**src/rtl/fpu_mul_sched_if.sv**
```systemverilog
// Request/response bundle between the FP issue ports and the multiplier scheduler.
// The master side is the issue/consume logic; the slave side is the scheduler.
interface fpu_mul_sched_if #(
   parameter int NREQ = 4,
   parameter int IDW  = 2
);
   logic [NREQ-1:0]    req_valid;
   logic [NREQ-1:0]    req_ready;
   logic [NREQ*64-1:0] req_a;
   logic [NREQ*64-1:0] req_b;
   logic [NREQ-1:0]    req_rnd;
   logic [NREQ-1:0]    req_pookg;
   logic               rsp_valid;
   logic               rsp_ready;
   logic [63:0]        rsp_res;
   logic [IDW-1:0]     rsp_id;

   modport master (
      output req_valid, req_a, req_b, req_rnd, req_pookg, rsp_ready,
      input  req_ready, rsp_valid, rsp_res, rsp_id
   );

   modport slave (
      input  req_valid, req_a, req_b, req_rnd, req_pookg, rsp_ready,
      output req_ready, rsp_valid, rsp_res, rsp_id
   );
endinterface

```
**src/rtl/fpu_mul_sched.sv**
```systemverilog
// Scheduler sharing one non-stallable fixed-latency multiplier among NREQ
// requesters: round-robin issue, a shadow pipeline that follows each op
// through the multiplier, and a credit-protected result FIFO.

// Property checker: the credit rule must keep the FIFO from overflowing and
// the grant vector must never carry more than one bit.
module fpu_mul_sched_chk #(
   parameter int NREQ  = 4,
   parameter int DEPTH = 4,
   parameter int CW    = 3
) (
   input logic            clk,
   input logic            rst,
   input logic            push,
   input logic            pop,
   input logic [CW-1:0]   cnt,
   input logic [NREQ-1:0] ready
);
   no_overflow: assert property (@(posedge clk) disable iff (!rst)
      !(push && !pop && (cnt == CW'(DEPTH))));

   grant_onehot: assert property (@(posedge clk) disable iff (!rst)
      $onehot0(ready));
endmodule

module fpu_mul_sched #(
   parameter int NREQ  = 4,
   parameter int LAT   = 2,
   parameter int DEPTH = 4,
   parameter int IDW   = 2
) (
   input  logic                 clk,
   input  logic                 rst,
   fpu_mul_sched_if.slave       bus,
   output logic [63:0]          mul_a,
   output logic [63:0]          mul_b,
   output logic                 mul_rnd,
   output logic                 mul_pookg,
   input  logic [63:0]          mul_res,
   output logic                 busy
);
   localparam int AW = (DEPTH > 1) ? $clog2(DEPTH) : 1;
   localparam int CW = $clog2(DEPTH + 1);

   // arbitration state
   logic [IDW-1:0]  rr_ptr_r;
   logic            grant_v_s;
   logic [IDW-1:0]  grant_id_s;
   logic            credit_ok_s;
   int              inflight_s;
   int              occ_s;

   // shadow pipeline, one entry per multiplier register stage
   logic [LAT-1:0]  sh_v_r;
   logic [LAT-1:0]  sh_pk_r;
   logic [IDW-1:0]  sh_id_r [LAT];

   // result FIFO
   logic [63:0]     mem_res_r [DEPTH];
   logic [IDW-1:0]  mem_id_r  [DEPTH];
   logic [AW-1:0]   wptr_r;
   logic [AW-1:0]   rptr_r;
   logic [CW-1:0]   fifo_cnt_r;
   logic            push_s;
   logic            pop_s;

   // per-requester operand views
   logic [63:0]     op_a_s [NREQ];
   logic [63:0]     op_b_s [NREQ];

   for (genvar g = 0; g < NREQ; g++) begin : g_unpack
      assign op_a_s[g] = bus.req_a[64*g +: 64];
      assign op_b_s[g] = bus.req_b[64*g +: 64];
   end

   assign push_s = sh_v_r[LAT-1];
   assign pop_s  = (fifo_cnt_r != {CW{1'b0}}) && bus.rsp_ready;

   // Credit: everything in the multiplier plus everything buffered must fit
   // in the FIFO, counting a same-cycle pop as freeing a slot. Reset blocks issue.
   always_comb begin
      inflight_s  = $countones(sh_v_r);
      occ_s       = int'(fifo_cnt_r) + inflight_s - int'(pop_s);
      credit_ok_s = rst && (occ_s < DEPTH);
   end

   // Round-robin pick: first valid requester after rr_ptr, cyclically.
   always_comb begin
      int   idx_v;
      logic hit_v;
      idx_v      = 32'sd0;
      hit_v      = 1'b0;
      grant_v_s  = 1'b0;
      grant_id_s = {IDW{1'b0}};
      for (int k = 1; k <= NREQ; k++) begin
         idx_v      = (int'(rr_ptr_r) + k) % NREQ;
         hit_v      = credit_ok_s && !grant_v_s && bus.req_valid[IDW'(idx_v)];
         grant_id_s = hit_v ? IDW'(idx_v) : grant_id_s;
         grant_v_s  = grant_v_s | hit_v;
      end
   end

   // Grant vector and operand mux toward the multiplier; zero when idle.
   always_comb begin
      if (grant_v_s) begin
         bus.req_ready = NREQ'(1'b1) << grant_id_s;
         mul_a         = op_a_s[grant_id_s];
         mul_b         = op_b_s[grant_id_s];
         mul_rnd       = bus.req_rnd[grant_id_s];
      end else begin
         bus.req_ready = {NREQ{1'b0}};
         mul_a         = 64'd0;
         mul_b         = 64'd0;
         mul_rnd       = 1'b0;
      end
   end

   // Round-robin pointer follows the last granted requester.
   always_ff @(posedge clk or negedge rst) begin
      if (!rst) begin
         rr_ptr_r <= IDW'(NREQ - 1);
      end else if (grant_v_s) begin
         rr_ptr_r <= grant_id_s;
      end
   end

   // Shadow pipeline shifts every cycle in lockstep with the multiplier,
   // since the multiplier itself never stalls.
   always_ff @(posedge clk or negedge rst) begin
      if (!rst) begin
         sh_v_r  <= {LAT{1'b0}};
         sh_pk_r <= {LAT{1'b0}};
         for (int i = 0; i < LAT; i++) begin
            sh_id_r[i] <= {IDW{1'b0}};
         end
      end else begin
         sh_v_r[0]  <= grant_v_s;
         sh_pk_r[0] <= grant_v_s & bus.req_pookg[grant_id_s];
         sh_id_r[0] <= grant_id_s;
         for (int i = 1; i < LAT; i++) begin
            sh_v_r[i]  <= sh_v_r[i-1];
            sh_pk_r[i] <= sh_pk_r[i-1];
            sh_id_r[i] <= sh_id_r[i-1];
         end
      end
   end

   // Result FIFO: capture the multiplier output when the last shadow stage
   // is valid, pop on handshake; push and pop together leave the count alone.
   always_ff @(posedge clk or negedge rst) begin
      if (!rst) begin
         wptr_r     <= {AW{1'b0}};
         rptr_r     <= {AW{1'b0}};
         fifo_cnt_r <= {CW{1'b0}};
         for (int i = 0; i < DEPTH; i++) begin
            mem_res_r[i] <= 64'd0;
            mem_id_r[i]  <= {IDW{1'b0}};
         end
      end else begin
         if (push_s) begin
            mem_res_r[wptr_r] <= mul_res;
            mem_id_r[wptr_r]  <= sh_id_r[LAT-1];
            wptr_r            <= wptr_r + AW'(1'b1);
         end
         if (pop_s) begin
            rptr_r <= rptr_r + AW'(1'b1);
         end
         fifo_cnt_r <= fifo_cnt_r + CW'(push_s) - CW'(pop_s);
      end
   end

   assign mul_pookg     = sh_v_r[LAT-1] & sh_pk_r[LAT-1];
   assign bus.rsp_valid = (fifo_cnt_r != {CW{1'b0}});
   assign bus.rsp_res   = mem_res_r[rptr_r];
   assign bus.rsp_id    = mem_id_r[rptr_r];
   assign busy          = (|sh_v_r) || (fifo_cnt_r != {CW{1'b0}});

   fpu_mul_sched_chk #(
      .NREQ  (NREQ),
      .DEPTH (DEPTH),
      .CW    (CW)
   ) u_chk (
      .clk   (clk),
      .rst   (rst),
      .push  (push_s),
      .pop   (pop_s),
      .cnt   (fifo_cnt_r),
      .ready (bus.req_ready)
   );
endmodule

```
**src/flat_wrapper.sv**
```systemverilog
// flat-port wrapper written by rule: the top's interface ports become plain ports
module fpu_mul_sched_flat 
#(
   parameter int NREQ  = 4,
   parameter int LAT   = 2,
   parameter int DEPTH = 4,
   parameter int IDW   = 2
)
  (clk, rst, mul_a, mul_b, mul_rnd, mul_pookg, mul_res, busy, bus_req_valid, bus_req_a, bus_req_b, bus_req_rnd, bus_req_pookg, bus_rsp_ready, bus_req_ready, bus_rsp_valid, bus_rsp_res, bus_rsp_id);
  fpu_mul_sched_if #(.NREQ(NREQ), .IDW(IDW)) bus_i ();
  input  logic clk;
  input  logic rst;
  output logic [63:0] mul_a;
  output logic [63:0] mul_b;
  output logic mul_rnd;
  output logic mul_pookg;
  input  logic [63:0] mul_res;
  output logic busy;
  input wire logic [$bits(bus_i.req_valid)-1:0] bus_req_valid;
  input wire logic [$bits(bus_i.req_a)-1:0] bus_req_a;
  input wire logic [$bits(bus_i.req_b)-1:0] bus_req_b;
  input wire logic [$bits(bus_i.req_rnd)-1:0] bus_req_rnd;
  input wire logic [$bits(bus_i.req_pookg)-1:0] bus_req_pookg;
  input wire logic [$bits(bus_i.rsp_ready)-1:0] bus_rsp_ready;
  output wire logic [$bits(bus_i.req_ready)-1:0] bus_req_ready;
  output wire logic [$bits(bus_i.rsp_valid)-1:0] bus_rsp_valid;
  output wire logic [$bits(bus_i.rsp_res)-1:0] bus_rsp_res;
  output wire logic [$bits(bus_i.rsp_id)-1:0] bus_rsp_id;
  assign bus_i.req_valid = bus_req_valid;
  assign bus_i.req_a = bus_req_a;
  assign bus_i.req_b = bus_req_b;
  assign bus_i.req_rnd = bus_req_rnd;
  assign bus_i.req_pookg = bus_req_pookg;
  assign bus_i.rsp_ready = bus_rsp_ready;
  assign bus_req_ready = bus_i.req_ready;
  assign bus_rsp_valid = bus_i.rsp_valid;
  assign bus_rsp_res = bus_i.rsp_res;
  assign bus_rsp_id = bus_i.rsp_id;
  fpu_mul_sched #(.NREQ(NREQ), .LAT(LAT), .DEPTH(DEPTH), .IDW(IDW)) u_core (.clk(clk), .rst(rst), .bus(bus_i), .mul_a(mul_a), .mul_b(mul_b), .mul_rnd(mul_rnd), .mul_pookg(mul_pookg), .mul_res(mul_res), .busy(busy));
endmodule
```
**config.mk**
```make
export PLATFORM = sky130hd
export DESIGN_NAME = fpu_mul_sched_flat
export DESIGN_NICKNAME = d
export VERILOG_FILES = /design/src/rtl/fpu_mul_sched_if.sv /design/src/rtl/fpu_mul_sched.sv /design/src/flat_wrapper.sv
export SDC_FILE = /design/constraint.sdc
export NUM_CORES = 1
export LEC_CHECK = 0
export CAP_MARGIN = 40
export CORE_AREA = 2 2 307 309
export CTS_CLUSTER_DIAMETER = 40
export DETAILED_ROUTE_END_ITERATION = 12
export DIE_AREA = 0 0 309 311
export PLACE_DENSITY = 0.38
export SYNTH_ARGS = -nofsm -noshare
export SYNTH_HDL_FRONTEND = slang
export SYNTH_HIERARCHICAL = 1
export SYNTH_SLANG_ARGS = --single-unit
export TNS_END_PERCENT = 20
```
**constraint.sdc**
```tcl
create_clock -name clk -period 9.7 [get_ports clk]
set_clock_uncertainty 0.15 [all_clocks]
set_input_delay 1.94 -clock clk [delete_from_list [all_inputs] [get_ports clk]]
set_output_delay 1.94 -clock clk [all_outputs]
set_load 0.01 [all_outputs]
```
---- Word level (Yosys, flattened, before mapping) ----
Cells that the tools add are included.
word-level totals
  bits in registers ....................... 281
  input bits .............................. 591
  output and inout port bits .............. 202
cells by class
  $add $sub $neg .......................... 11
  magnitude comparators ................... 10
  shifts and indexed selects .............. 1
  multiplexer cells ....................... 42
  bitwise operators ....................... 8
  reductions and logical operators ........ 16
operators by type and width
  operator             number
  $mux 64              9
  $bmux 64 s2          3
  $bwmux 256           1
  $demux 64 s2         1
  $add 4x32->32        1
  $lt 32x4->1 const B  1
  $sub 32x2->32        1
  $lt 2x4->1 const B   4
  $mux 2               7
  $bmux 1 s2           6
  $mux 1               11
  $logic_and 1x1->1    10
  $ge 3x3->1 const B   3
  $not 2->3            3
  $add 2x1->2 const B  4
  $bwmux 8             1
  $add 2x2->2 const B  2
  $bmux 2 s2           1
  $demux 2 s2          1
  $mux 4               1
  $shl 1x2->4 const A  1
  $add 3x1->3          1
  $logic_not 1->1      3
  $lt 2x3->1 const B   1
  8 further kinds      11

---- Logic depth before layout (Yosys ltp) ----
Gate-level depths: netlist of the first run.
  depth after elaboration ................. 23
  mapped depth ............................ 13
  depth with buffers taken out ............ 12

---- Worst setup path after synthesis of the first run ----
Ideal clock, no wire load.
  path kind ............................... input to output
  start point ............................. in bus_rsp_ready
  end point ............................... out mul_b[24]
  arrival time ............................ 3.940 ns
  required time ........................... 7.610 ns
  slack ................................... 3.670 ns
  stages .................................. 11
  buffers on the path ..................... 2
  cell sequence ........................... and2_1 -> ha_1 -> inv_1 -> ha_1 -> a21o_1 -> a21oi_1 -> o31ai_1 -> o21ai_1 -> buf_2 -> clkbuf_1 -> a21oi_1
between the ends
  cells in the longest elaborated chain, start to end .. 22
  elaborated cells between the ends (all ways) .. 26
RTL lines
  item                                         line                  text
  from (decl)                                  flat_wrapper.sv:24    input wire logic [$bits(bus_i.rsp_ready)-1:0] bus_rsp_ready;
  $logic_and 1x1->1 *                          fpu_mul_sched.sv:77   assign pop_s = (fifo_cnt_r != {CW{1'b0}}) && bus.rsp_ready;
  $sub 32x2->32 *                              fpu_mul_sched.sv:83   occ_s = int'(fifo_cnt_r) + inflight_s - int'(pop_s);
  $lt 32x4->1 *                                fpu_mul_sched.sv:84   credit_ok_s = rst && (occ_s < DEPTH);
  $logic_and 1x1->1 *                          fpu_mul_sched.sv:84
  $logic_and 1x1->1                            fpu_mul_sched.sv:97   hit_v = credit_ok_s && !grant_v_s && bus.req_valid[IDW'(idx_v)];
  $logic_not 1->1                              fpu_mul_sched.sv:97
  $logic_and 1x1->1 (2 in series)              fpu_mul_sched.sv:97
  $or 1x1->1                                   fpu_mul_sched.sv:99   grant_v_s = grant_v_s | hit_v;
  [... 3 more ...]                             -
  $or 1x1->1                                   fpu_mul_sched.sv:99
  $logic_not 1->1                              fpu_mul_sched.sv:97
  $logic_and 1x1->1 (2 in series)              fpu_mul_sched.sv:97
  $mux 2                                       fpu_mul_sched.sv:98   grant_id_s = hit_v ? IDW'(idx_v) : grant_id_s;
  $not 2->3 (implied by the code)              fpu_mul_sched.sv:108  mul_b = op_b_s[grant_id_s];
  $bmux 64 s2                                  fpu_mul_sched.sv:108
  $mux 64 (implied by the code) (2 in series)  fpu_mul_sched.sv:108
  $mux 64 *                                    fpu_mul_sched.sv:105  if (grant_v_s) begin
  to (decl)                                    flat_wrapper.sv:14    output logic [63:0] mul_b;
Every way passes the cells marked *; elsewhere a longest branch is shown, timed or not. The select of a mux whose other input is x is not followed.

---- Final worst setup path of the first run ----
  start point ............................. in bus_rsp_ready
  end point ............................... out mul_b[13]
between the ends
  cells in the longest elaborated chain, start to end .. 22
  elaborated cells between the ends (all ways) .. 26
RTL lines
  item                                         line                  text
  $logic_and 1x1->1 *                          fpu_mul_sched.sv:77
  net u_core.pop_s                             fpu_mul_sched.sv:65   logic pop_s;
  $sub 32x2->32 *                              fpu_mul_sched.sv:83
  $lt 32x4->1 *                                fpu_mul_sched.sv:84
  $logic_and 1x1->1 *                          fpu_mul_sched.sv:84
  $logic_and 1x1->1                            fpu_mul_sched.sv:97
  $logic_not 1->1                              fpu_mul_sched.sv:97
  $logic_and 1x1->1 (2 in series)              fpu_mul_sched.sv:97
  [... 4 more ...]                             -
  $or 1x1->1                                   fpu_mul_sched.sv:99
  $logic_not 1->1                              fpu_mul_sched.sv:97
  $logic_and 1x1->1 (2 in series)              fpu_mul_sched.sv:97
  $mux 2                                       fpu_mul_sched.sv:98
  $not 2->3 (implied by the code)              fpu_mul_sched.sv:108
  $bmux 64 s2                                  fpu_mul_sched.sv:108
  $mux 64 (implied by the code) (2 in series)  fpu_mul_sched.sv:108
  $mux 64 *                                    fpu_mul_sched.sv:105
Mark *: on every way through the listed nets, which the timed path passes. The rest lies on a longest branch. The select of a mux whose other input is x is not followed.

==> impl_metrics.csv, run 1 <==
group,metric,value,unit
detailed_routing,drt_pre_antenna_iters,9,
cts,post_cts_buffers,0,
synth,synth_edf_count,0,
placement,gp_congestion,0.886,
synth,synth_cells,1218,
synth,netlist_area,15200,um2
placement,hpwlAfterDp,94800,um
cells_and_area,final_cells,3297,
power_and_ir_drop,p_leak,0.00996,uW
power_and_ir_drop,switchingPower,3200,uW
setup_path,cp_num_buf_inv,4,
detailed_routing,postRouteAntennaNets,0,
power_and_ir_drop,pwr-share-seq,25.1,%
sta,hold_violations,0,
sta,setup_tns,0,ns
cts,clock_tree.root_cell,"clkbuf_16",
sta,setup_violations,0,
synth,synth-seq-cells,281,
sta,slew_headroom,15.6,%
setup_path,cp_cell_sequence,"clkdlybuf4s50_1, and2_1, ha_1, inv_1, ha_1, a21o_1, a21oi_1, o31ai_1, o21ai_4, buf_12, a21oi_1, clkdlybuf4s50_1",
setup_path,critPathTopFamily,"buffers and inverters",
cts,cts_buffers,52,
setup_path,arrival,5.66,ns
placement,io_buffers,792,
die,die_w,309,um
sta,min_period_over_period,79.9,%
power_and_ir_drop,clkPwrFrac,22.3,%
sta,drv_slew,0,
synth,synthFlopType,"dfrtp_1",
grt,grt_pass1_wl,149000,um
cts,clk_latency,0.58,ns
synth,synth.distinct_cells,45,
run_status,outcome,"complete, no violations",
grt,track_usage,23.2,%
synth,syn_nets,1822,
die,ios,793,
power_and_ir_drop,powerDensity,318,nW/um2
cells_and_area,nets,2588,
detailed_routing,wire_per_inst,34.9,um
synth,yosysWarnings,6,
detailed_routing,via_count,14900,
cts,htree_levels,2,
setup_path,start_kind,"input port",
detailed_routing,avgViaCountPerCell,4.52,
sta,grt_setup_unrepaired,"false",
cells_and_area,mostFrequentLayoutCells,"791 x clkdlybuf4s50_1, 277 x dfrtp_1, 264 x mux2_2, 138 x nand2_1, 136 x a21oi_1",
cts,cts_resized,0,
cts,postCtsHoldBufs,0,
setup_path,crit_fanout,86,
cts,cts.clk_slew.worst_paths,0.05,ns
cts,cts_tree,"done",
power_and_ir_drop,ir_drop,0.168,mV
synth,avgSynthCellArea,12.5,um2
cts,clockBufferDepth,3,
setup_path,crit_type,"input port to primary output",
die,core,92800,um2
cells_and_area,final_common_cell,"clkdlybuf4s50_1",
grt,grt_overflow,0,
setup_path,worstPathRequired,7.61,ns
power_and_ir_drop,switching_share,38.1,%
detailed_routing,routed_wl,115000,um
synth,yosysSeqAreaShare,46.3,%
synth,async_flop_share,100,%
cells_and_area,drive_gt1_share,23.8,%
die,die_h,311,um
cts,cts.sink_count,281,
detailed_routing,drt_iter0_markers,1699,
sta,worstMarginPinSlew,1.27,ns
power_and_ir_drop,power,8410,uW
cells_and_area,post-route-util,28.5,%
die,dieArea,96100,um2
sta,fmax,129,MHz
setup_path,max_stage_delay,0.75,ns
min_path,hold_path_class,"flip-flop to flip-flop",
setup_path,end_kind,"primary output",
cells_and_area,area_delta_synth_final,73.9,%
grt,grt_max_degree,155,
die,initial_core_util,16.4,%
placement,place_inst,3184,
power_and_ir_drop,pwr-share-comb,52.6,%
setup_path,slowest_stage,"clkdlybuf4s50_1",
detailed_routing,drcViolationCount,0,
grt,grt_antenna_before_repair,74,
grt,first_global_vias,15800,
die,row_count,112,
power_and_ir_drop,intPower,5210,uW
flow_run,drv_cap,0,
sta,period_minus_slack,7.75,ns
## state kept, by name (all words and copies together), names as in the netlist
name               flops
u_core/rptr_r          2
u_core/mem_id_r        8
u_core/sh_id_r         4
u_core/sh_v_r          2
u_core/mem_res_r     256
u_core/fifo_cnt_r      3
u_core/wptr_r          2
u_core/sh_pk_r         2
u_core/rr_ptr_r        2
## final cells by class
cell class | count | area, um2
multi-input cells | 802 | 7560
repair buffers | 833 | 8360
well taps | 1254 | 1570
clock buffers | 61 | 1390
flip-flops and latches | 281 | 7040
diodes | 16 | 40.0
inverters | 14 | 52.6
fillers | 9674 | 66300
clock inverters | 36 | 433
## power by group through the flow
stage	sequential, uW	combinational [uW]	clock (uW)
6_report	2110	4420	1880
5_1_grt	2190	4690	1980
4_1_cts	2110	4500	1930
3_5_place_dp	2130	4480	0
3_3_place_gp	2140	4370	0
2_1_floorplan	1970	2210	0
## routing by layer
metal | up-vias | track usage, % | share of wire (%)
met4 | 30 | 4.79 | 2.3
li1 | 6339 | - | -
met2 | 741 | 38.1 | 47
met1 | 7626 | 29.2 | 42
met3 | 176 | 8.01 | 8.8
met5 | - | 0 | 0.19
## Yosys cell counts (2+ instances only)
cell / count / area share, %
nor2b_1: 6 / 0.25
xor2_1: 3 / 0.17
o22ai_1: 2 / 0.082
buf_2: 40 / 1.3
buf_4: 13 / 0.64
a211oi_1: 2 / 0.099
nand2_1: 142 / 3.5
o21ai_0: 4 / 0.13
o21ai_1: 3 / 0.099
buf_6: 10 / 0.74
dfstp_2: 2 / 0.35
a222oi_1: 130 / 8.6
dfrtp_1: 279 / 46
clkbuf_1: 53 / 1.3
mux2_2: 264 / 20
a21oi_1: 136 / 4.5
inv_1: 13 / 0.32
and2_1: 2 / 0.082
mux4_2: 66 / 9.8
nor2_1: 8 / 0.20
buf_1: 5 / 0.12
ha_1: 12 / 0.99
## path summary, 6_finish.rpt
| kind | startpoint | endpoint | slack (ns) | depth (start not counted) |
|---|---|---|---|---|
| max in group asynchronous | rst | u_core/mem_res_r[96] | 6.37 | 4 |
| worst max-delay path | bus_rsp_ready | mul_b[13] | 1.95 | 12 |
| worst min register to register | u_core/sh_pk_r[0] | u_core/sh_pk_r[1] | 0.19 | 0 |
| worst max register to register | u_core/fifo_cnt_r[1] | u_core/sh_id_r[3] | 5.99 | 12 |
| worst min-delay path | u_core/sh_pk_r[0] | u_core/sh_pk_r[1] | 0.19 | 0 |
| min in group asynchronous | rst | u_core/mem_res_r[164] | 1.13 | 1 |
## metrics by stage
stage,area (um2),hold slack (ns),setup slack [ns]
4_1_cts,26400,0.191,1.95
3_5_place_dp,24600,0.188,1.97
5_1_grt,26400,0.208,1.74
3_3_place_gp,24300,0.189,1.38
2_1_floorplan,15200,0.181,3.67
6_report,26400,0.193,1.95
## logic make-up (layout without fill, tap and decap cells)
logic type | Yosys count | after routing | synth area share, %
other | 0 | 16 | 0
DFF | 281 | 281 | 46.3
xor gates and xnor gates | 4 | 4 | 0.230
buffers and inverters | 135 | 944 | 4.48
AOI/OAI and AO/OA | 289 | 289 | 14.2
adders and majority gates | 13 | 13 | 1.12
and+or+nand+nor | 165 | 165 | 4.35
muxes | 331 | 331 | 29.4
Note: power is estimated with default switching activity, not from simulation.
==> run 2: changes to the inputs <==
--- a/config.mk
+++ b/config.mk
@@ -10,7 +10,7 @@
 export CTS_CLUSTER_DIAMETER = 40
 export DETAILED_ROUTE_END_ITERATION = 12
 export DIE_AREA = 0 0 309 311
-export PLACE_DENSITY = 0.38
+export PLACE_DENSITY = 0.39
 export SYNTH_ARGS = -nofsm -noshare
 export SYNTH_HDL_FRONTEND = slang
 export SYNTH_HIERARCHICAL = 1
==> constraint.sdc (replaced) <==
create_clock -name clk -period 6.5 [get_ports clk]
set_clock_uncertainty 0.15 [all_clocks]
set_input_delay 1.3 -clock clk [delete_from_list [all_inputs] [get_ports clk]]
set_output_delay 1.3 -clock clk [all_outputs]
set_load 0.01 [all_outputs]
==> impl_metrics.csv, run 2 (synthesis gave the netlist of run 1 again) <==
group,metric,value,unit
run_status,outcome,"complete, no violations",
cells_and_area,nets,2615,
setup_path,arrival,4.49,ns
sta,drv_slew,0,
setup_path,rr_worst_depth,13,
cells_and_area,reg.largest.list,"u_core/mem_res_r (256), u_core/mem_id_r (8), u_core/sh_id_r (4)",
power_and_ir_drop,p_leak,0.0102,uW
cells_and_area,mostFrequentLayoutCells,"735 x clkdlybuf4s50_1, 277 x dfrtp_1, 264 x mux2_2, 138 x nand2_1, 136 x a21oi_1",
setup_path,start_kind,"input port",
power_and_ir_drop,powerDensity,465,nW/um2
grt,track_usage,22.0,%
sta,hold_violations,0,
cells_and_area,largest_reg_flops,256,
die,ios,793,
min_path,hold_path_class,"flip-flop to flip-flop",
sta,grt_setup_unrepaired,"false",
detailed_routing,via_count,14900,
setup_path,worstPathRequired,5.05,ns
cells_and_area,area_delta_synth_final,73.9,%
cts,postCtsHoldBufs,0,
cells_and_area,post-route-util,28.5,%
flow_run,drv_cap,0,
cts,cts.clk_slew.worst_paths,0.05,ns
cts,clk_latency,0.55,ns
die,row_count,112,
sta,worstMarginPinSlew,0.839,ns
detailed_routing,wire_per_inst,32.8,um
cts,cts.sink_count,281,
power_and_ir_drop,ir_drop,0.175,mV
setup_path,cp_cell_sequence,"clkdlybuf4s50_1, nor2b_2, o21ai_1, and3_4, buf_4, a222oi_1, buf_4, a21oi_1, buf_4, buf_4",
cts,cts_buffers,44,
die,core,92800,um2
sta,fmax,168,MHz
cts,cts_resized,0,
die,initial_core_util,16.4,%
sta,period_minus_slack,5.94,ns
detailed_routing,drcViolationCount,0,
cells_and_area,postLayoutCellArea,26400,um2
setup_path,slowest_stage,"a222oi_1",
die,die_w,309,um
grt,first_global_vias,15800,
cells_and_area,drive_gt1_share,27.4,%
detailed_routing,drt_iter0_markers,1639,
sta,setup_tns,0,ns
setup_path,end_kind,"primary output",
placement,io_buffers,792,
grt,grt_max_degree,74,
min_path,min_from,"u_core/sh_id_r[3]",
sta,slew_headroom,44.1,%
setup_path,max_stage_delay,0.72,ns
grt,grt_antenna_before_repair,48,
setup_path,cp_common_cell,"buf_4",
cells_and_area,largest_register,"u_core/mem_res_r",
setup_path,crit_fanout,30,
detailed_routing,postRouteAntennaNets,0,
grt,grt_pass1_wl,144000,um
placement,placed_area,24900,um2
min_path,hold_path_depth,0,
die,dieArea,96100,um2
cts,post_cts_buffers,0,
setup_path,timing.rr.start,"u_core/fifo_cnt_r[1]",
setup_path,r2r_end,"u_core/sh_id_r[3]",
sta,min_period_over_period,91.4,%
detailed_routing,routed_wl,109000,um
cts,clockBufferDepth,3,
cts,clock_tree.root_cell,"clkbuf_16",
cts,cts_tree,"done",
placement,hpwlAfterDp,91200,um
grt,grt_overflow,0,
setup_path,crit_type,"input port to primary output",
setup_path,reg2reg_slack,2.86,ns
die,die_h,311,um
cells_and_area,final_common_cell,"clkdlybuf4s50_1",
detailed_routing,drt_pre_antenna_iters,9,
placement,gp_congestion,0.916,
cts,htree_levels,2,
sta,setup_violations,0,
cells_and_area,nFillCells,9634,
min_path,min_to,"u_core/sh_id_r[1]",
detailed_routing,avgViaCountPerCell,4.50,
-- run 2: cell count changes in the layout (fill, tap and decap cells not counted), moves of 2 or more --
cell             previous run  this run
inv_6                       9         7
buf_12                      6        15
buf_16                      2         5
clkbuf_16                  52        44
bufinv_16                   6         4
buf_4                      31       111
clkdlybuf4s50_1           791       735
clkbuf_1                    4         0
-- run 2: stage by stage --
step / total power [uW] / hold WS, ns / setup slack, ns / cells
6_report: 12300 / 0.197 / 0.562 / 3316
5_1_grt: 13000 / 0.203 / 0.378 / 3311
4_1_cts: 12500 / 0.199 / 0.506 / 3300
3_5_place_dp: 10000 / 0.196 / 0.528 / 3219
3_3_place_gp: 9860 / 0.190 / 0.0741 / 3206
2_1_floorplan: 6230 / 0.181 / 1.75 / 1218
-- run 2: how the worst max path moves through the flow --
stage / cells after the start / slack, ns / endpoint / from
after global placement: 12 / 0.07 / mul_a[42] / bus_rsp_ready
after global routing: 13 / 0.38 / mul_a[42] / bus_rsp_ready
final: 10 / 0.56 / mul_a[45] / bus_req_valid[3]
after floorplan: 11 / 1.75 / mul_b[24] / bus_rsp_ready
after CTS: 13 / 0.51 / mul_a[42] / bus_rsp_ready
after detailed placement: 13 / 0.53 / mul_a[42] / bus_rsp_ready
-- run 2: critical path, delay by kind of cell --
family	cells	cell delay, ns
AO/OA/AOI/OAI	3	0.93
buffers and inverters	5	1.61
AND/OR/NAND/NOR	2	0.56
-- run 2: report_power, final --
group	internal, uW	switching, uW
clock network	1480	941
registers	2650	512
logic	3450	3280
total	7570	4740
-- run 2: cell type report --
type / count / area (um2) / area share (%)
Timing Repair Buffer: 868 / 8650 / 32.7
Multi-Input combinational cell: 802 / 7560 / 28.6
Sequential cell: 281 / 7040 / 26.6
Tap cell: 1254 / 1570 / 5.93
Clock buffer: 48 / 1160 / 4.37
Clock inverter: 33 / 370 / 1.40
Inverter: 14 / 52.6 / 0.199
Antenna cell: 16 / 40.0 / 0.151
-- run 2: per-layer routing --
metal  global-route usage (%)  share of wire (%)  wire, um
met1                     28.1                 42     45400
met2                     36.0                 47     51100
met3                     6.89                8.7      9480
met4                     5.13                2.5      2760
met5                        0              0.085        92
